--- config.mk ---
export PLATFORM = sky130hd
export DESIGN_NAME = uart_tx_buf_flat
export DESIGN_NICKNAME = d
export VERILOG_FILES = /design/src/rtl/uart_tx_buf_if.sv /design/src/rtl/uart_tx_buf.sv /design/src/flat_wrapper.sv
export SDC_FILE = /design/constraint.sdc
export NUM_CORES = 1
export LEC_CHECK = 0
export BUFFER_PORTS_ARGS = -buffer_cell sky130_fd_sc_hd__buf_2
export CELL_PAD_IN_SITES_DETAIL_PLACEMENT = 1
export CELL_PAD_IN_SITES_GLOBAL_PLACEMENT = 1
export CORE_ASPECT_RATIO = 1.75
export CORE_MARGIN = 8
export CORE_UTILIZATION = 50
export CTS_CLUSTER_DIAMETER = 200
export CTS_CLUSTER_SIZE = 14
export DETAILED_ROUTE_END_ITERATION = 7
export HOLD_SLACK_MARGIN = 0.08
export PLACE_DENSITY = 0.82
export SLEW_MARGIN = 15
export SYNTH_ARGS = -nofsm -noshare
export SYNTH_HDL_FRONTEND = slang
export SYNTH_SLANG_ARGS = --single-unit
--- constraint.sdc ---
create_clock -name i_clk -period 6.5 [get_ports i_clk]
set_input_delay 0 -clock i_clk [delete_from_list [all_inputs] [get_ports i_clk]]
set_output_delay 0 -clock i_clk [all_outputs]
set_load 0.05 [all_outputs]
--- src/rtl/uart_tx_buf_if.sv ---
// uart_tx_buf_if
// Byte-stream handshake carrying bytes into the UART transmit buffer.
// Signal names are given from the buffer's (slave's) point of view.
//   i_s_axis_tvalid : producer has a byte on i_s_axis_tdata
//   o_s_axis_tready : buffer can accept a byte this cycle
//   i_s_axis_tdata  : byte to transmit
// Modports: master (byte producer), slave (uart_tx_buf).
interface uart_tx_buf_if;
    logic       i_s_axis_tvalid;
    logic       o_s_axis_tready;
    logic [7:0] i_s_axis_tdata;

    modport master (
        output i_s_axis_tvalid,
        output i_s_axis_tdata,
        input  o_s_axis_tready
    );

    modport slave (
        input  i_s_axis_tvalid,
        input  i_s_axis_tdata,
        output o_s_axis_tready
    );
endinterface

--- src/rtl/uart_tx_buf.sv ---
// uart_tx_buf
// Buffered UART transmitter: a FIFO of bytes feeding an 8-bit LSB-first
// serializer (start bit, 8 data bits, optional even parity, one stop bit).
// Optional feature macro: UART_TX_BUF_PARITY_EN adds an even-parity bit.
// Parameters:
//   CLKS_PER_BIT : clock cycles per serial bit (4..65535)
//   FIFO_DEPTH   : byte buffer depth, power of two (2..256)
// Ports:
//   i_clk        : clock, rising edge
//   i_rst_n      : asynchronous active-low reset
//   s_axis       : byte input handshake (uart_tx_buf_if.slave)
//   o_txd        : serial output, idle high
//   o_txd_busy   : high while the serializer is in any non-IDLE state
//   o_txd_done   : one-cycle pulse on the last cycle of each stop bit
//   o_fifo_count : bytes waiting in the buffer (excludes the byte on the line)
//
// Serializer states:
//   state    | meaning
//   S_IDLE   | line idle, waiting for a buffered byte
//   S_START  | start bit (low)
//   S_DATA   | data bits, LSB first
//   S_PARITY | even-parity bit (parity builds only)
//   S_STOP   | stop bit (high); pops the next byte on its last cycle
module uart_tx_buf #(
    parameter int CLKS_PER_BIT = 16,
    parameter int FIFO_DEPTH   = 16
) (
    input  logic                          i_clk,
    input  logic                          i_rst_n,
    uart_tx_buf_if.slave                  s_axis,
    output logic                          o_txd,
    output logic                          o_txd_busy,
    output logic                          o_txd_done,
    output logic [$clog2(FIFO_DEPTH):0]   o_fifo_count
);
    localparam int AW = $clog2(FIFO_DEPTH);
    localparam int CW = (CLKS_PER_BIT > 1) ? $clog2(CLKS_PER_BIT) : 1;
    localparam logic [CW-1:0] BIT_LAST = CW'(CLKS_PER_BIT - 1);
    localparam logic [AW:0]   FULL_CNT = (AW+1)'(FIFO_DEPTH);

    typedef enum logic [2:0] {
        S_IDLE   = 3'd0,
        S_START  = 3'd1,
        S_DATA   = 3'd2,
        S_STOP   = 3'd3
`ifdef UART_TX_BUF_PARITY_EN
        , S_PARITY = 3'd4
`endif
    } state_t;

    state_t         r_state, w_state_nxt;
    logic [7:0]     r_mem [FIFO_DEPTH];
    logic [AW-1:0]  r_wr_ptr, r_rd_ptr;
    logic [AW:0]    r_count;
    logic           r_rdy;
    logic [CW-1:0]  r_clk_cnt;
    logic [2:0]     r_bit_idx;
    logic [7:0]     r_shift;
    logic           r_txd;
    logic           w_tready, w_push, w_pop, w_have, w_tick, w_done, w_txd_nxt;
`ifdef UART_TX_BUF_PARITY_EN
    logic           r_parity;
`endif

    // r_rdy keeps tready low during reset and for no longer than the first
    // edge after release.
    assign w_tready = r_rdy && (r_count != FULL_CNT);
    assign w_push   = s_axis.i_s_axis_tvalid && w_tready;
    assign w_have   = (r_count != '0);
    assign w_tick   = (r_clk_cnt == BIT_LAST);

    assign s_axis.o_s_axis_tready = w_tready;
    assign o_fifo_count           = r_count;
    assign o_txd                  = r_txd;
    assign o_txd_busy             = (r_state != S_IDLE);
    assign o_txd_done             = w_done;

    always_ff @(posedge i_clk) begin
        if (w_push) r_mem[r_wr_ptr] <= s_axis.i_s_axis_tdata;
    end

    always_ff @(posedge i_clk or negedge i_rst_n) begin
        if (!i_rst_n) begin
            r_rdy    <= 1'b0;
            r_wr_ptr <= '0;
            r_rd_ptr <= '0;
            r_count  <= '0;
        end else begin
            r_rdy <= 1'b1;
            if (w_push) r_wr_ptr <= r_wr_ptr + AW'(1);
            if (w_pop)  r_rd_ptr <= r_rd_ptr + AW'(1);
            case ({w_push, w_pop})
                2'b10:   r_count <= r_count + (AW+1)'(1);
                2'b01:   r_count <= r_count - (AW+1)'(1);
                default: r_count <= r_count;
            endcase
        end
    end

    always_ff @(posedge i_clk or negedge i_rst_n) begin
        if (!i_rst_n) r_state <= S_IDLE;
        else          r_state <= w_state_nxt;
    end

    always_comb begin
        w_state_nxt = r_state;
        w_pop       = 1'b0;
        w_done      = 1'b0;
        w_txd_nxt   = 1'b1;
        case (r_state)
            S_IDLE: begin
                if (w_have) begin
                    w_pop       = 1'b1;
                    w_state_nxt = S_START;
                end
            end
            S_START: begin
                w_txd_nxt = 1'b0;
                if (w_tick) w_state_nxt = S_DATA;
            end
            S_DATA: begin
                w_txd_nxt = r_shift[r_bit_idx];
                if (w_tick && (r_bit_idx == 3'd7)) begin
`ifdef UART_TX_BUF_PARITY_EN
                    w_state_nxt = S_PARITY;
`else
                    w_state_nxt = S_STOP;
`endif
                end
            end
`ifdef UART_TX_BUF_PARITY_EN
            S_PARITY: begin
                w_txd_nxt = r_parity;
                if (w_tick) w_state_nxt = S_STOP;
            end
`endif
            S_STOP: begin
                if (w_tick) begin
                    w_done = 1'b1;
                    if (w_have) begin
                        w_pop       = 1'b1;
                        w_state_nxt = S_START;
                    end else begin
                        w_state_nxt = S_IDLE;
                    end
                end
            end
            default: w_state_nxt = S_IDLE;
        endcase
    end

    // The line is registered from the current state, so it trails the state
    // by one cycle; reset still forces it high asynchronously.
    always_ff @(posedge i_clk or negedge i_rst_n) begin
        if (!i_rst_n) begin
            r_clk_cnt <= '0;
            r_bit_idx <= '0;
            r_shift   <= '0;
            r_txd     <= 1'b1;
`ifdef UART_TX_BUF_PARITY_EN
            r_parity  <= 1'b0;
`endif
        end else begin
            r_txd <= w_txd_nxt;
            if (w_pop) begin
                r_shift  <= r_mem[r_rd_ptr];
`ifdef UART_TX_BUF_PARITY_EN
                r_parity <= ^r_mem[r_rd_ptr];
`endif
            end
            if (w_state_nxt != r_state) begin
                r_clk_cnt <= '0;
                r_bit_idx <= '0;
            end else if (r_state != S_IDLE) begin
                if (w_tick) begin
                    r_clk_cnt <= '0;
                    if (r_state == S_DATA) r_bit_idx <= r_bit_idx + 3'd1;
                end else begin
                    r_clk_cnt <= r_clk_cnt + CW'(1);
                end
            end
        end
    end
endmodule

--- src/flat_wrapper.sv ---
// flat-port wrapper written by rule: the top's interface ports become plain ports
module uart_tx_buf_flat 
#(
    parameter int CLKS_PER_BIT = 16,
    parameter int FIFO_DEPTH   = 16
)
  (i_clk, i_rst_n, o_txd, o_txd_busy, o_txd_done, o_fifo_count, s_axis_i_s_axis_tvalid, s_axis_i_s_axis_tdata, s_axis_o_s_axis_tready);
  uart_tx_buf_if s_axis_i ();
  input  logic i_clk;
  input  logic i_rst_n;
  output logic o_txd;
  output logic o_txd_busy;
  output logic o_txd_done;
  output logic [$clog2(FIFO_DEPTH):0] o_fifo_count;
  input wire logic [$bits(s_axis_i.i_s_axis_tvalid)-1:0] s_axis_i_s_axis_tvalid;
  input wire logic [$bits(s_axis_i.i_s_axis_tdata)-1:0] s_axis_i_s_axis_tdata;
  output wire logic [$bits(s_axis_i.o_s_axis_tready)-1:0] s_axis_o_s_axis_tready;
  assign s_axis_i.i_s_axis_tvalid = s_axis_i_s_axis_tvalid;
  assign s_axis_i.i_s_axis_tdata = s_axis_i_s_axis_tdata;
  assign s_axis_o_s_axis_tready = s_axis_i.o_s_axis_tready;
  uart_tx_buf #(.CLKS_PER_BIT(CLKS_PER_BIT), .FIFO_DEPTH(FIFO_DEPTH)) u_core (.i_clk(i_clk), .i_rst_n(i_rst_n), .s_axis(s_axis_i), .o_txd(o_txd), .o_txd_busy(o_txd_busy), .o_txd_done(o_txd_done), .o_fifo_count(o_fifo_count));
endmodule
# Yosys cells after proc, flatten, opt, wreduce, memory -nomap -nowiden
# Memories as Yosys holds them, arrays and structs flattened. A register that Yosys moved wholly into a read port is not among the register bits.
# Cells that the tools add are included.
# word_totals
ff_bits,25
ramBits,128
out_inout_bits,9
romBits,0
latchBits,0
input_bits,11
mem_count,1
elab_cells,61
# classes
n_bitwise,0
magnitude_cmp,1
muxes,24
div_mod_pow,0
eq_ne,9
mul,0
addsub,6
shift,0
reduce_logical,12
# mem_list
name,words,word_bits,rd,rd_clocked_by_memory_dff,write_ports,line_no,rtl
u_core.r_mem,16,8,1,1,1,uart_tx_buf.sv:52,logic [7:0] r_mem [FIFO_DEPTH];
# ops
op,n
3-bit two-way mux,8
4-bit by 1-bit adder with 4-bit output (second input constant),3
4-bit two-way mux,3
3-bit case mux with 4 select lines,1
5-bit case mux with 2 select lines,1
1-bit two-way mux,8
2-bit nonzero test,4
3-bit by 2-bit == test with 1-bit output (second input constant),2
5-bit by 1-bit adder with 5-bit output (second input constant),1
5-bit != test (second input constant),1
5-bit nonzero test,1
5-bit by 1-bit subtractor with 5-bit output (second input constant),1
4-bit == test (second input constant),1
3-bit by 4-bit < comparator with 1-bit output (second input constant),1
1-bit case mux with 2 select lines,2
3-bit by 1-bit adder with 3-bit output (second input constant),1
1-bit binary-select mux with 3-bit select,1
3-bit by 1-bit == test with 1-bit output (second input constant),1
3-bit == test (second input constant),1
1-bit logical AND,3
3-bit logical NOT,1
3-bit != test,1
3-bit AND reduction,1
3-bit nonzero test,1
other kinds (3),3

# Longest topological paths before layout
# logic_depth
depth_word,7
mapped_depth,13
depth_no_buf,13

# Worst setup path after synthesis
# Ideal clock, no wire load.
# synth_path
kind,register to register
start,reg u_core.r_count[0] (netlist: u_core.o_fifo_count[0])
end,reg u_core.r_count[4] (netlist: u_core.o_fifo_count[4])
path_stages_with_launch,13
synth_period_minus_slack_ns,3.611
setup_ns,0.143
required_time_ns,6.357
t_arrival_ns,3.468
path_slack_ns,2.889
path_buffers,1
cell_sequence,dfrtp_1 -> nor4_2 -> a21boi_1 -> and2_1 -> buf_2 -> inv_2 -> ha_1 -> ha_1 -> nor2b_1 -> o21ai_0 -> a21oi_1 -> or3b_1 -> xnor2_1
# synth_via
elab_cells_between_ends,13
classes_between,add/sub (2); eq/ne (3); mux (4); reduce/logical (4)
# synth_rtl
element,line_no,rtl
start: declaration,uart_tx_buf.sv:54,logic [AW:0] r_count;
start signal: assignment,uart_tx_buf.sv:93,2'b10: r_count <= r_count + (AW+1)'(1);
start signal: assignment,uart_tx_buf.sv:94,2'b01: r_count <= r_count - (AW+1)'(1);
start signal: assignment,uart_tx_buf.sv:95,default: r_count <= r_count;
5-bit != test (*),uart_tx_buf.sv:67,assign w_tready = r_rdy && (r_count != FULL_CNT);
1-bit logical AND (*),uart_tx_buf.sv:67,
via s_axis_o_s_axis_tready,flat_wrapper.sv:17,output wire logic [$bits(s_axis_i.o_s_axis_tready)-1:0] s_axis_o_s_axis_tready;
1-bit logical AND (*),uart_tx_buf.sv:68,assign w_push = s_axis.i_s_axis_tvalid && w_tready;
2-bit by 1-bit == test with 1-bit output / 2-bit == test (equally long branches),uart_tx_buf.sv:92,"case ({w_push, w_pop})"
5-bit case mux with 2 select lines / 2-bit nonzero test (equally long branches),-,
# Mark *: on every way through the listed nets, which the timed path passes. The rest lies on a longest branch.
# A chain may end at the register's enable or synchronous reset.

# Worst setup path in the final report
# layout_path
start,reg u_core.r_count[1] (netlist: u_core.o_fifo_count[1])
end,reg u_core.r_count[4] (netlist: u_core.o_fifo_count[4])
# layout_via
elab_chain_len,6
elab_cells_between_ends,13
classes_between,add/sub (2); eq/ne (3); mux (4); reduce/logical (4)
# layout_rtl
element,line_no,rtl
5-bit nonzero test (*),uart_tx_buf.sv:69,assign w_have = (r_count != '0);
1-bit two-way mux (*),"uart_tx_buf.sv:112, uart_tx_buf.sv:140",
1-bit two-way mux,uart_tx_buf.sv:138,if (w_tick) begin
1-bit case mux with 2 select lines (*),uart_tx_buf.sv:110,case (r_state)
via u_core.w_pop,uart_tx_buf.sv:60,"logic w_tready, w_push, w_pop, w_have, w_tick, w_done, w_txd_nxt;"
2-bit by 1-bit == test with 1-bit output / 2-bit == test (equally long branches),uart_tx_buf.sv:92,
5-bit case mux with 2 select lines / 2-bit nonzero test (equally long branches),-,
# Marked as above.

==> qor.yml <==
status:
  status: "finished, final reports clean"
clock_network:
  htree_levels: 4
  cts.clk_slew.worst_paths_ns: 0.07
  cts_buffers: 17
  cts_tree: "yes"
  cts_buffer_depth: 2
  cts.sinks: 161
  insertion_delay_ns: 0.42
  clockRootBuffer: "clkbuf_16"
synth:
  ys_seq_area_frac: 0.6941
  synth.distinct_cells: 47
  postSynth.asyncResetShare: 0.2050
  yosysWarnings: 0
  yosys-top-cells-count: "edfxtp_1, mux4_2, dfrtp_1"
  synth_top_area_share: 0.5712
  yosysMostFrequentCell: "edfxtp_1"
  synth_ff_type: "edfxtp_1"
  yosysTopAreaCell: "edfxtp_1"
  syn_avg_cell_area_um2: 18.04
  synthTopCellsByArea: "edfxtp_1, dfrtp_1, mux4_2"
  ys_ff_latch: 161
  syn-instance-count: 373
  synthesis.area_um2: 6729
  syn_nets: 397
  synth_edf_count: 128
grt:
  gr-total-overflow: 0
  grt_pass1_wl_mm: 21.56
  grt_pass1_vias: 3744
  antenna_found_initial: 0
  grt_max_degree: 35
  grt.total_usage: 0.1637
flow_run:
  maxCapViolCount: 0
detailed_routing:
  drt_iter0_markers: 176
  routed_wl_mm: 13.41
  ant_nets: 0
  drc: 0
  via_per_inst: 5.636
  wire_per_inst_um: 22.70
  first_pass_iters: 5
  num_vias: 3331
setup_path:
  start_kind: "flop"
  crit_chain: "nor4_2 > nor2b_1 > or3_4 > clkinv_2 > ha_1 > ha_1 > nor2b_1 > o21ai_0 > a21oi_1 > or3b_1 > xnor2_1"
  crit_required_ns: 6.80
  r2r-start: "u_core.o_fifo_count[1]"
  crit_path_max_fanout: 11
  rrSetupSlack_ns: 3.33
  cp.arrival_ns: 3.48
  worstSetupPathType: "reg2reg"
  reg2regPathDepth: 11
  crit_path_max_incr_delay_ns: 0.45
  r2r-end: "u_core.o_fifo_count[4]"
  end_kind: "flop"
  cp_slowest_cell: "nor4_2"
finish:
  fin_nets: 428
  area_growth_pct: 13.50
  diodes: 0
  drive_above_1_share: 0.2566
  final_cells: 591
placement:
  gp_congestion: 0.7576
  hpwl_mm: 9.300
  port_buffers: 19
  dp.cells: 549
timing:
  finalSetupViolCount: 0
  min_period_ns: 3.173
  worst_pin_slew_ns: 1.123
  fin_skew_ns: 0.01013
  maxSlewHeadroom: 0.2516
  fin_crit_sh: 0.4882
  clock.fmax_mhz: 315.1
  rsz0062_at_grt: "false"
  finalHoldViolations: 0
  fin_setup_tns_ns: 0
  maxSlewViolCount: 0
floorplanning:
  chipWidth_um: 103.7
  design.core.area_um2: 13310
  die_h_um: 169.5
  row_count: 56
  start_util: 0.5055
  die_area_um2: 17570
  ioPinCount: 20
power_and_ir_drop:
  power_frac_comb: 0.248
  switching_power_mw: 1.002
  leakage_nw: 2.673
  power.share.sequential: 0.436
  ir_drop_mv: 0.2717
  power.internal_mw: 2.147
  p_clk_frac: 0.316
  p_per_area_nw_per_um2: 412.3
  p_sw_frac: 0.3183
hold_path:
  min_path_type: "in2async"
repair_timing:
| item | in CTS | in global routing |
|---|---|---|
| gates resized for setup | 0 | 0 |
| setup buffers | 0 | 0 |
| hold buffers | 10 | 0 |
| endpoints found under the hold margin | 162 | 0 |
final cells by class:
class,count,area [um2]
Clock buffer,17,425.4
Multi-Input combinational cell,185,1923
Fill cell,1194,5675
Clock inverter,15,160.2
Tap cell,174,217.7
Sequential cell,161,4673
Timing Repair Buffer,30,202.7
Inverter,9,35.03
per-layer routing:
layer	track usage	part of all wire	vias up
met5	0	0	-
met4	0.06903	0.022	0
met3	0.03802	0.027	18
met2	0.3041	0.58	60
met1	0.1728	0.37	1751
li1	-	-	1502
power groups by stage:
| stage | combinational (mW) | sequential (mW) | clock [mW] |
|---|---|---|---|
| global placement | 0.760 | 1.38 | 0 |
| floorplan | 0.625 | 1.35 | 0 |
| CTS | 0.803 | 1.37 | 1.01 |
| finish | 0.782 | 1.37 | 0.994 |
| global route | 0.856 | 1.39 | 1.04 |
| detailed placement | 0.790 | 1.40 | 0 |
flip-flops by register name, summed over array words and instances (netlist names):
register,flops
u_core.o_fifo_count,5
u_core.r_wr_ptr,4
u_core.r_shift,8
u_core.r_clk_cnt,4
u_core.r_mem,128
u_core.o_txd,1
u_core.r_state,3
u_core.r_rd_ptr,4
u_core.r_rdy,1
u_core.r_bit_idx,3
cell usage in the layout, fill, tap and decap left out, types with 9 or more instances in the layout:
cell type      netlist  routed
edfxtp_1           128     128
mux4_2              34      34
dfrtp_1             32      30
nand2_1             25      25
mux2i_1             21      21
buf_2                7      19
and2_1              18      18
clkbuf_16            0      17
ha_1                12      12
dlygate4sd3_1        0      10
a21oi_1              9       9
worst max-delay path, delay by kind of cell, from the launching register on:
| family | cells | cell delay [ns] |
|---|---|---|
| compound gates | 2 | 0.32 |
| fa+ha+maj | 2 | 0.60 |
| simple gates | 5 | 1.46 |
| flops | 1 | 0.42 |
| xor+xnor | 1 | 0.13 |
| buf+inv | 1 | 0.12 |
through the flow:
step                      utilization  instance area (um2)  setup WS (ns)  hold WS (ns)  power [mW]
after floorplan                     -                 6729          2.889       -0.2956       1.978
after global placement         0.5222                 6952          3.442       0.09797       2.143
after detailed placement       0.5222                 6952          3.296        0.1163       2.187
after CTS                      0.5737                 7637          3.290        0.2028       3.188
after global routing           0.5737                 7637          3.151        0.2601       3.291
final                          0.5737                 7637          3.327        0.1920       3.149
worst max path at each step:
stage | from | end | slack, ns | depth (start not counted)
5_1_grt | u_core.o_fifo_count[1] | u_core.o_fifo_count[4] | 3.15 | 11
3_3_place_gp | u_core.o_fifo_count[0] | u_core.o_fifo_count[4] | 3.44 | 11
6_report | u_core.o_fifo_count[1] | u_core.o_fifo_count[4] | 3.33 | 11
4_1_cts | u_core.o_fifo_count[1] | u_core.o_fifo_count[4] | 3.29 | 11
2_1_floorplan | u_core.o_fifo_count[0] | u_core.o_fifo_count[4] | 2.89 | 12
3_5_place_dp | u_core.o_fifo_count[1] | u_core.o_fifo_count[4] | 3.30 | 11
kinds of logic (layout without fill, tap and decap cells):
group                      Yosys count  count (layout)  share of synthesized area
AOI/OAI and AO/OA                   26              26                    0.03347
xor gates and xnor gates            12              12                    0.01562
adders and majority gates           13              13                    0.02529
buffers and inverters               27              71                    0.02008
DFF                                161             161                     0.6941
muxes                               55              55                     0.1450
other                                2               2                   0.001116
and+or+nand+nor                     77              77                    0.06527
(Power assumes the default switching activity.)
